[config.mk]
export PLATFORM = sky130hd
export DESIGN_NAME = keysearch_scheduler
export DESIGN_NICKNAME = d
export VERILOG_FILES = /design/src/rtl/keysearch_scheduler.sv
export SDC_FILE = /design/constraint.sdc
export NUM_CORES = 1
export LEC_CHECK = 0
export BUFFER_PORTS_ARGS = -buffer_cell sky130_fd_sc_hd__buf_2
export CAP_MARGIN = 5
export CORE_UTILIZATION = 30
export CTS_CLUSTER_SIZE = 8
export DETAILED_ROUTE_END_ITERATION = 8
export GPL_TIMING_DRIVEN = 0
export PLACE_DENSITY = 0.62
export SKIP_CTS_REPAIR_TIMING = 1
export SLEW_MARGIN = 20
export SYNTH_ARGS = -nofsm -noshare
export SYNTH_HDL_FRONTEND = slang
export SYNTH_SLANG_ARGS = --single-unit
export TNS_END_PERCENT = 1
[constraint.sdc]
create_clock -name clk -period 2.5 [get_ports clk]
set_clock_uncertainty 0.05 [all_clocks]
set_input_delay 0.625 -clock clk [delete_from_list [all_inputs] [get_ports clk]]
set_output_delay 0.625 -clock clk [all_outputs]
set_load 0.05 [all_outputs]
[src/rtl/keysearch_scheduler.sv]
// Hands out fixed-size key chunks to a pool of RC4 cores and collects the first hit.
// Optional macro KEYSEARCH_PERF_EN adds saturating busy-cycle and grant counters.
//
// state        | meaning
// -------------+-----------------------------------------------------------
// S_IDLE       | waiting for start
// S_DISPATCH   | granting chunks round-robin until the keyspace is exhausted
// S_DRAIN      | keyspace handed out, waiting for outstanding cores to finish
// S_DONE       | search over; succeeded tells whether a key was found
module keysearch_scheduler #(
   parameter int                   NUM_CORES = 4,
   parameter int                   KEY_WIDTH = 24,
   parameter int                   CHUNK_LOG = 10,
   parameter logic [KEY_WIDTH-1:0] KEY_LOWER = '0,
   parameter logic [KEY_WIDTH-1:0] KEY_UPPER = {KEY_WIDTH{1'b1}}
) (
   input  logic                           clk,
   input  logic                           reset,
   input  logic                           start,
   input  logic [NUM_CORES-1:0]           core_req,
   input  logic [NUM_CORES-1:0]           core_found,
   input  logic [NUM_CORES*KEY_WIDTH-1:0] core_found_key,
   output logic [NUM_CORES-1:0]           core_grant,
   output logic [KEY_WIDTH-1:0]           core_base,
   output logic [KEY_WIDTH-1:0]           core_limit,
   output logic                           core_abort,
   output logic                           busy,
   output logic                           succeeded,
   output logic                           terminated,
   output logic [KEY_WIDTH-1:0]           found_key,
   output logic [31:0]                    perf_cycles,
   output logic [15:0]                    perf_chunks
);

   localparam int PTR_W = (NUM_CORES > 1) ? $clog2(NUM_CORES) : 1;
   localparam logic [KEY_WIDTH:0] CHUNK_SIZE = {{KEY_WIDTH{1'b0}}, 1'b1} << CHUNK_LOG;
   localparam logic [KEY_WIDTH:0] LOWER_EXT  = {1'b0, KEY_LOWER};
   localparam logic [KEY_WIDTH:0] UPPER_EXT  = {1'b0, KEY_UPPER};

   typedef enum logic [1:0] {S_IDLE, S_DISPATCH, S_DRAIN, S_DONE} state_t;

   state_t                 state_q, state_nxt;
   logic [KEY_WIDTH:0]     next_base;
   logic [KEY_WIDTH:0]     base_plus;
   logic [KEY_WIDTH-1:0]   chunk_limit;
   logic [KEY_WIDTH-1:0]   found_sel;
   logic [NUM_CORES-1:0]   outstanding;
   logic [NUM_CORES-1:0]   eligible;
   logic [NUM_CORES-1:0]   grant_onehot;
   logic [PTR_W-1:0]       rr_ptr;
   logic [PTR_W-1:0]       grant_idx;
   logic                   grant_vld;
   logic                   exhausted;
   logic                   any_found;
   logic                   start_fire;
   logic                   grant_fire;
   logic                   found_fire;

   assign eligible    = core_req & ~outstanding;
   // next_base carries one extra bit so the last chunk cannot wrap to key 0
   assign exhausted   = next_base > UPPER_EXT;
   assign base_plus   = next_base + (CHUNK_SIZE - 1'b1);
   assign chunk_limit = (base_plus > UPPER_EXT) ? KEY_UPPER : base_plus[KEY_WIDTH-1:0];
   assign any_found   = |core_found;

   assign busy       = (state_q == S_DISPATCH) || (state_q == S_DRAIN);
   assign terminated = (state_q == S_DONE);
   assign core_abort = (state_q == S_DONE) && succeeded;

   always_comb begin
      grant_vld = 1'b0;
      grant_idx = '0;
      for (int k = 0; k < NUM_CORES; k++) begin
         int cand;
         cand = int'(rr_ptr) + k;
         if (cand >= NUM_CORES) cand = cand - NUM_CORES;
         if (!grant_vld && eligible[PTR_W'(cand)]) begin
            grant_vld = 1'b1;
            grant_idx = PTR_W'(cand);
         end
      end
   end

   // lowest index wins on simultaneous hits
   always_comb begin
      found_sel = '0;
      for (int k = NUM_CORES - 1; k >= 0; k--) begin
         if (core_found[k]) found_sel = core_found_key[k*KEY_WIDTH +: KEY_WIDTH];
      end
   end

   always_comb begin
      state_nxt  = state_q;
      start_fire = 1'b0;
      grant_fire = 1'b0;
      found_fire = 1'b0;
      case (state_q)
         S_IDLE, S_DONE: begin
            if (start) begin
               start_fire = 1'b1;
               state_nxt  = S_DISPATCH;
            end
         end
         S_DISPATCH: begin
            if (any_found) begin
               found_fire = 1'b1;
               state_nxt  = S_DONE;
            end else if (exhausted) begin
               state_nxt  = S_DRAIN;
            end else begin
               grant_fire = grant_vld;
            end
         end
         S_DRAIN: begin
            if (any_found) begin
               found_fire = 1'b1;
               state_nxt  = S_DONE;
            end else if (outstanding == '0) begin
               state_nxt  = S_DONE;
            end
         end
         default: state_nxt = S_IDLE;
      endcase
   end

   assign grant_onehot = grant_fire ? (NUM_CORES'(1) << grant_idx) : '0;

   always_ff @(posedge clk) begin
      if (reset) state_q <= S_IDLE;
      else       state_q <= state_nxt;
   end

   always_ff @(posedge clk) begin
      if (reset) begin
         next_base   <= '0;
         outstanding <= '0;
         rr_ptr      <= '0;
         core_grant  <= '0;
         core_base   <= '0;
         core_limit  <= '0;
         succeeded   <= 1'b0;
         found_key   <= '0;
      end else begin
         core_grant <= '0;
         if (start_fire) begin
            next_base   <= LOWER_EXT;
            outstanding <= '0;
            succeeded   <= 1'b0;
            found_key   <= '0;
         end else begin
            // a request seen while the grant pulse is still up is the stale one
            outstanding <= (outstanding & ~(core_req & ~core_grant)) | grant_onehot;
            if (grant_fire) begin
               core_grant <= grant_onehot;
               core_base  <= next_base[KEY_WIDTH-1:0];
               core_limit <= chunk_limit;
               next_base  <= next_base + CHUNK_SIZE;
               rr_ptr     <= (grant_idx == PTR_W'(NUM_CORES - 1)) ? '0 : grant_idx + 1'b1;
            end
            if (found_fire) begin
               succeeded <= 1'b1;
               found_key <= found_sel;
            end
         end
      end
   end

`ifdef KEYSEARCH_PERF_EN
   logic [31:0] perf_cycles_q;
   logic [15:0] perf_chunks_q;

   always_ff @(posedge clk) begin
      if (reset || start_fire) begin
         perf_cycles_q <= '0;
         perf_chunks_q <= '0;
      end else begin
         if (busy && (perf_cycles_q != '1))       perf_cycles_q <= perf_cycles_q + 1'b1;
         if (grant_fire && (perf_chunks_q != '1)) perf_chunks_q <= perf_chunks_q + 1'b1;
      end
   end

   assign perf_cycles = perf_cycles_q;
   assign perf_chunks = perf_chunks_q;
`else
   assign perf_cycles = '0;
   assign perf_chunks = '0;
`endif

endmodule

# Word level (Yosys, flattened, before mapping)
# Cells that the tools add are included.
[word_totals]
output_inout_bits = 128
inputBits = 107
reg_bits = 110
elab_cells = 107
[op_classes]
eq_ne = 7
mux = 44
n_reduce_logical = 17
n_shift = 1
magnitude_cmp = 10
bitwise_logic = 9
n_addsub = 10
[ops]
columns = ["op", "count"]
rows = [
  ["2-to-1 mux 24 bit", 5],
  ["> comparator 25 x 24 -> 1 bit (second input constant)", 2],
  ["2-to-1 mux 2 bit", 14],
  ["adder 25 x 10 -> 25 bit (second input constant)", 1],
  ["adder 25 x 11 -> 25 bit (second input constant)", 1],
  ["2-to-1 mux 1 bit", 19],
  ["< comparator 2 x 4 -> 1 bit (second input constant)", 4],
  ["AND 4 bit", 3],
  ["NOT 4 bit", 3],
  ["greater-or-equal comparator 3 bit (second input constant)", 3],
  ["binary-select mux 1 bit (select 2 bit)", 4],
  ["subtractor 2 x 1 -> 2 bit (second input constant)", 4],
  ["adder 2 x 2 -> 3 bit (second input constant)", 2],
  ["equality test 2 bit (second input constant)", 3],
  ["one-hot mux 2 bit (3 select lines)", 1],
  ["OR reduction 2 bit", 3],
  ["logical AND 1 bit", 4],
  ["logical NOT 4 bit", 1],
  ["2-to-1 mux 4 bit", 1],
  ["bitwise OR 4 bit", 1],
  ["OR reduction 4 bit", 1],
  ["left shift 1 x 2 -> 4 bit (first input constant)", 1],
  ["adder 2 x 1 -> 3 bit (second input constant)", 1],
  ["greater-or-equal comparator 2 x 3 -> 1 bit (second input constant)", 1],
  ["12 further kinds", 15],
]

# Depth between registers and ports, before layout
# Gate-level depths: netlist of run 1.
[logic_depth]
depth_word = 20
depth_mapped = 9
mapped_depth_nobuf = 7

# Worst setup path after synthesis of run 1
# OpenSTA, ideal clock, no wires.
[synth_path]
path_type = "reg-to-reg"
start = "reg state_q[0]"
end = "reg found_key[17]"
arrival_ps = 1954
required_ps = 2384
n_path_buf = 2
setup_ps = 66
slack_ps = 429
stages_incl_launch_ff = 9
synth_period_minus_slack_ps = 2071
cell_sequence = "dfxtp_1 -> inv_1 -> ha_1 -> inv_1 -> nand2_2 -> buf_6 -> buf_12 -> or3_1 -> a21oi_2"
[synth_between]
elab_chain_cells = 4
word_cells_on_any_way = 9
classes_between = "eq/ne: 3; mux: 2; reduce/logical: 4"
[synth_lines]
columns = ["element", "line", "text"]
rows = [
  ["from (decl)", "42", "state_t state_q, state_nxt;"],
  ["from (signal assigned)", "130", "else state_q <= state_nxt;"],
  ["equality test 2 bit or logical NOT 2 bit (tied branches)", "97", "case (state_q)"],
  ["OR reduction 2 bit", "97", ""],
  ["2-to-1 mux 1 bit", "97", ""],
  ["OR reduction 2 bit (no line)", "-", ""],
  ["to (signal assigned)", "162", "found_key <= found_sel;"],
  ["to (decl)", "30", "output logic [KEY_WIDTH-1:0] found_key,"],
]
# Several ways; a longest one is shown, not always the timed one.
# A chain may end at the register's enable or synchronous reset.

# Worst setup path in the final report of run 1
[layout_path]
start = "reg state_q[0]"
end = "reg next_base[21]"
[layout_between]
elab_chain_cells = 4
word_cells_on_any_way = 7
classes_between = "eq/ne: 2; mux: 2; reduce/logical: 3"
[layout_lines]
columns = ["element", "line", "text"]
rows = [
  ["equality test 2 bit or logical NOT 2 bit (tied branches)", "97", ""],
  ["OR reduction 2 bit", "97", ""],
  ["2-to-1 mux 1 bit", "97", ""],
  ["OR reduction 2 bit (no line)", "-", ""],
  ["to (signal assigned)", "157", "next_base <= next_base + CHUNK_SIZE;"],
  ["to (decl)", "43", "logic [KEY_WIDTH:0] next_base;"],
]
# Several ways; a longest one is shown, not always the timed one.

==> out/summary.txt, run 1 <==
startpoint types = register
Ports = 235
Clk network pwr share = 29.3%
Placed Cells = 963
share of layout cells above drive strength 1 = 41.61%
min-delay worst type = reg -> reg
die area = 15860 sq um
minimum clock period = 2.271 ns
count leader, synth = dfxtp_1
Synth cell types = 52
Die W = 125.9 um
global-route wire length before repair = 22160 um
delay-heaviest family, CP = compound AO/OA/AOI/OAI gates
std cell rows = 44
actual slew at the worst max-slew pin = 0.6087 ns
Sw Share = 41.06%
Ys Warns = 0
critical path, cell by cell = inv_1 > ha_1 > a21oi_1 > clkbuf_1 > nand2_1 > a31oi_1 > a31o_2
outcome = finished, final reports clean
Slew Limit Fails = 0
Post-route DRC = 0
routability cong. = 0.8730
Pre-Repair DR Iteration Count = 6
largest area contributor in the netlist = dfxtp_1
Filler cells = 1556
Final TNS setup = 0 ns
Seq/Total Area, Yosys = 35.20%
Clock Latency Late Sink = 0.34 ns
final worst-path cycle share = 90.85%
Worst setup EP type = register
cell area power density = 886.8 nW/um^2
total number of vias = 4639
fmax = 440.3 MHz
Max Fanout on Critical Path = 10
CP Buf/Inv Count = 2
Mapped Area = 4607 sq um
Synth area leaders = dfxtp_1, buf_4, a21oi_1, a221oi_1, o21ai_0
1st-iter DRT viols = 224
number of global-route vias before repair = 4355
Root Driver = clkbuf_16
Congestion Overflow GR = 0
syn avg cell area = 8.407 sq um
H-tree levels = 3
CTS Sinks = 81
Vias/cell = 4.748
EDFF count, synth = 0
Setup CP Type = reg -> reg
final setup violation count = 0
nets = 904
largest net degree at the start of global routing = 15
relative slew slack = 59.42%
Cells after Synth = 548
antenna violations before repair = 0
fin cells = 977
clk slew on worst S/H paths = 0.06 ns
most instantiated cells after synthesis = dfxtp_1, buf_4, a21oi_1, o21ai_0, nand3_1
ys flop type = dfxtp_1
IO Port Bufs = 174
unrepaired setup endpoints after global routing = no
total wire length = 14190 um
Max clock buf depth = 2
P&R area growth vs syn = 36.42%
TritonCTS buffer count = 9
CTS tree = done
Total GRT Usage = 17.73%
fraction of registers with async set/reset = 0%
Cell Int Power = 3.285 mW
Core ar. = 14750 sq um
# diodes = 0
maximum VDD drop = 0.5193 mV
CP max stage cell = a21oi_1
Hold Path Origin = found_key[0]$_SDFFE_PP0P_
critical path data required time = 2.73 ns
Initial Util = 31.22%
WL per Instance = 14.52 um
Detail Route Antenna Nets = 0
launch point of the critical path = state_q[0]$_SDFFE_PP0P_
register share of total power = 27.8%
maxcap violations = 0
Detailed Place HPWL = 11320 um
combinational share of power = 42.8%
die height = 125.9 um
Leak = 2.967 nW
fraction of synthesized cell area taken by the top area cell type = 35.20%
reg2reg start = state_q[0]$_SDFFE_PP0P_
register bit total from synthesis = 81
Hold Violations, Final = 0
Worst path max stage delay = 0.52 ns
arrival time at the worst endpoint = 2.50 ns
Sw Pwr = 2.289 mW
==> state kept, by name, indices dropped and copies added (netlist names) <==
register / cells
found_key: 24
core_limit: 15
next_base: 15
core_base: 14
core_grant: 4
outstanding: 4
rr_ptr: 2
state_q: 2
succeeded: 1
==> layout make-up <==
type                            count  area [sq um]  share of cell area (%)
Clock buffer                        9         225.2                   3.584
Tap cell                          184         230.2                   3.663
Multi-Input combinational cell    406          2420                   38.50
Inverter                           11         41.29                  0.6570
Sequential cell                    81          1622                   25.80
Clock inverter                      6         140.1                   2.230
Timing Repair Buffer              174         870.8                   13.86
Buffer                            106         735.7                   11.71
==> tightest hold or removal path, delay by kind of cell, from the launching register on <==
family,cells,cell delay [ns]
AO/OA/AOI/OAI,1,0.05
AND/OR/NAND/NOR,1,0.05
flip-flops,1,0.30
==> power groups by stage <==
stage	clock, mW	combinational [mW]	sequential [mW]
finish	1.64	2.39	1.55
global route	1.71	2.55	1.57
CTS	1.66	2.41	1.55
detailed placement	0	2.41	1.58
global placement	0	2.40	1.58
floorplan	0	1.42	2.02
==> path summary, 6_finish.rpt <==
path	endpoint	slack (ns)	cells past startpoint
setup / recovery	next_base[21]$_SDFFE_PP0P_	0.23	7
hold / removal	found_key[0]$_SDFFE_PP0P_	0.40	2
setup reg to reg	next_base[21]$_SDFFE_PP0P_	0.23	7
hold reg to reg	found_key[0]$_SDFFE_PP0P_	0.40	2
==> cells by family (layout without fill, tap and decap cells) <==
| family | Yosys count | after routing | share of synthesized area [%] |
|---|---|---|---|
| AOI/OAI and AO/OA | 183 | 183 | 25.86 |
| and+or+nand+nor | 156 | 156 | 19.55 |
| buffers and inverters | 118 | 306 | 16.92 |
| DFF | 81 | 81 | 35.20 |
| adders and majority gates | 8 | 8 | 2.173 |
| other | 1 | 58 | 0.08140 |
| muxes | 1 | 1 | 0.2173 |
==> layout by cell type, fill, tap and decap left out, drive strengths merged, types with 2 or more instances in the layout <==
cell type / Yosys / final
nand2: 43 / 43
conb: 1 / 58
nor4: 3 / 3
nand2b: 7 / 7
inv: 11 / 12
clkbuf: 22 / 30
nor2b: 5 / 5
and3: 9 / 9
nor2: 18 / 18
or3: 23 / 23
o22ai: 22 / 22
ha: 8 / 8
o21ai: 40 / 40
a31o: 9 / 9
a221oi: 23 / 23
or2: 2 / 2
buf: 85 / 259
and4: 6 / 6
and2: 3 / 3
bufinv: 0 / 4
nand4: 4 / 4
dfxtp: 81 / 81
or4: 4 / 4
o31ai: 2 / 2
a31oi: 10 / 10
nand3: 24 / 24
a211oi: 2 / 2
a21oi: 66 / 66
==> metrics by stage <==
stage	utilization [%]	instance area (sq um)	power (mW)	hold slack [ns]	setup slack, ns
global route	42.60	6285	5.833	0.4246	0.001192
detailed placement	40.14	5922	3.987	0.3975	0.08400
floorplan	-	4821	3.434	0.4116	0.4295
finish	42.60	6285	5.573	0.4015	0.2287
global placement	40.14	5922	3.981	0.3920	0.1118
CTS	42.61	6287	5.622	0.4055	0.1451
==> metal layers <==
metal  up-vias  wire (um)  track usage (%)
met5         -          0                0
met4         0        189            5.315
met3        10        813            4.036
met2       181       7538            33.60
met1      2101       5648            19.47
li1       2347          -                -
Power figures use the tool's default switching activity.
==> run 2: changes to the inputs <==
--- a/config.mk
+++ b/config.mk
@@ -12,6 +12,7 @@
 export DETAILED_ROUTE_END_ITERATION = 8
 export GPL_TIMING_DRIVEN = 0
 export PLACE_DENSITY = 0.62
+export REMOVE_ABC_BUFFERS = 1
 export SKIP_CTS_REPAIR_TIMING = 1
 export SLEW_MARGIN = 20
 export SYNTH_ARGS = -nofsm -noshare
==> run 2 against run 1 <==
Against the previous run:
- non-clock buffer count down 101
- combinational power is 15% lower
- sequential cell count is the same
- die area did not move
- critical path depth decreased by 3
- utilization down 5.0 points
- worst hold slack improved by 0.0043 ns
- sequential power barely moved
- critical endpoint is now busy
- largest cell class unchanged
- highest routed layer unchanged
==> out/summary.txt, run 2 (same netlist as run 1, synthesis figures left out) <==
launch point of the critical path = state_q[0]$_SDFFE_PP0P_
global-route wire length before repair = 19420 um
P&R area growth vs syn = 20.56%
Post-route DRC = 0
Max Fanout on Critical Path = 7
share of layout cells above drive strength 1 = 36.76%
# diodes = 0
Hold Violations, Final = 0
pre-CTS WS = -0.4243 ns
Core ar. = 14750 sq um
post-route cell area = 5554 sq um
Top reg by flops = found_key
Setup CP Type = reg -> out
actual slew at the worst max-slew pin = 0.8281 ns
total number of vias = 4274
Slew Limit Fails = 0
startpoint types = register
registers with the most flip-flops = found_key (24), core_limit (15), next_base (15)
Die W = 125.9 um
Max clock buf depth = 2
die area = 15860 sq um
commonest cells after routing, fill and taps aside = buf_2, dfxtp_1, conb_1, a21oi_1, o21ai_0
IO Port Bufs = 176
arrival time at the worst endpoint = 1.60 ns
final worst-path cycle share = 90.96%
Hold WS = 0.4058 ns
Total GRT Usage = 15.38%
minimum clock period = 2.274 ns
TritonCTS buffer count = 9
relative slew slack = 44.79%
most common cell after layout, fill and taps aside = buf_2
r2r setup slk = 0.28 ns
CTS Sinks = 81
nets = 803
H-tree levels = 3
final setup violation count = 0
Largest register FFs = 24
Pre-Repair DR Iteration Count = 4
std cell rows = 44
Detail Route Antenna Nets = 0
largest net degree at the start of global routing = 48
die height = 125.9 um
min-delay worst type = reg -> reg
dpl cell area = 5241 sq um
clk slew on worst S/H paths = 0.06 ns
Congestion Overflow GR = 0
antenna violations before repair = 0
WL per Instance = 14.08 um
end of the critical path = busy
unrepaired setup endpoints after global routing = no
cell area power density = 888.3 nW/um^2
maximum VDD drop = 0.5350 mV
reg2reg start = state_q[0]$_SDFFE_PP0P_
outcome = finished, final reports clean
Clock Latency Late Sink = 0.34 ns
routability cong. = 0.7917
Final TNS setup = 0 ns
Ports = 235
CTS tree = done
Root Driver = clkbuf_16
critical path data required time = 1.82 ns
number of global-route vias before repair = 3946
Initial Util = 31.22%
Vias/cell = 4.885
1st-iter DRT viols = 161
reg2reg path depth = 6
Worst setup EP type = output pin
final worst slack = 0.2260 ns
Tot Pwr = 4.934 mW
fmax = 439.8 MHz
maxcap violations = 0
Detailed Place HPWL = 9094 um
Leak = 2.482 nW
RR Endpoint = rr_ptr[0]$_SDFFE_PP0P_
total wire length = 12320 um
-- run 2: cell types whose count changed in the layout (fill, tap and decap cells not counted), sizes merged --
cell / delta
inv: -1
bufinv: -2
clkinv: +1
clkbuf: -20
buf: -80
-- run 2: layer usage --
metal	global-route usage, %	up-vias	part of all wire [%]
met4	6.237	0	1.6
met1	18.21	1939	42
met5	0	-	0
met2	26.68	170	51
li1	-	2152	-
met3	3.611	13	6.2
-- run 2: report_power, final --
part	internal, mW	switching (mW)
Sequential	1.44	0.102
Combinational	0.492	1.53
Clock	0.860	0.504
Total	2.80	2.14
-- run 2: layout make-up --
class | count | area (sq um)
fillers | 1575 | 9200
multi-input cells | 406 | 2447
flip-flops and latches | 81 | 1622
repair buffers | 179 | 914.6
well taps | 184 | 230.2
clock buffers | 10 | 229.0
clock inverters | 4 | 70.07
inverters | 11 | 41.29
-- run 2: critical path, cell delays in order (launching register included) --
cell	delay, ns
dfxtp_1	0.35
inv_1	0.07
ha_1	0.40
inv_1	0.15
buf_2	0.30
-- run 2: worst min-delay path by stage --
stage                          startpoint                          to  slack, ns  cells past startpoint
2_1_floorplan   outstanding[3]$_SDFF_PP0_   outstanding[3]$_SDFF_PP0_       0.41                      2
3_3_place_gp    found_key[1]$_SDFFE_PP0P_   found_key[1]$_SDFFE_PP0P_       0.39                      2
3_5_place_dp   found_key[21]$_SDFFE_PP0P_  found_key[21]$_SDFFE_PP0P_       0.40                      2
4_1_cts        found_key[21]$_SDFFE_PP0P_  found_key[21]$_SDFFE_PP0P_       0.41                      2
5_1_grt        found_key[21]$_SDFFE_PP0P_  found_key[21]$_SDFFE_PP0P_       0.42                      2
6_report       found_key[21]$_SDFFE_PP0P_  found_key[21]$_SDFFE_PP0P_       0.41                      2
-- run 2: through the flow --
stage / std cells / utilization, %
after detailed placement: 861 / 35.52
after CTS: 875 / 37.55
after global routing: 875 / 37.64
after global placement: 858 / 35.20
final: 875 / 37.64
after floorplan: 498 / -
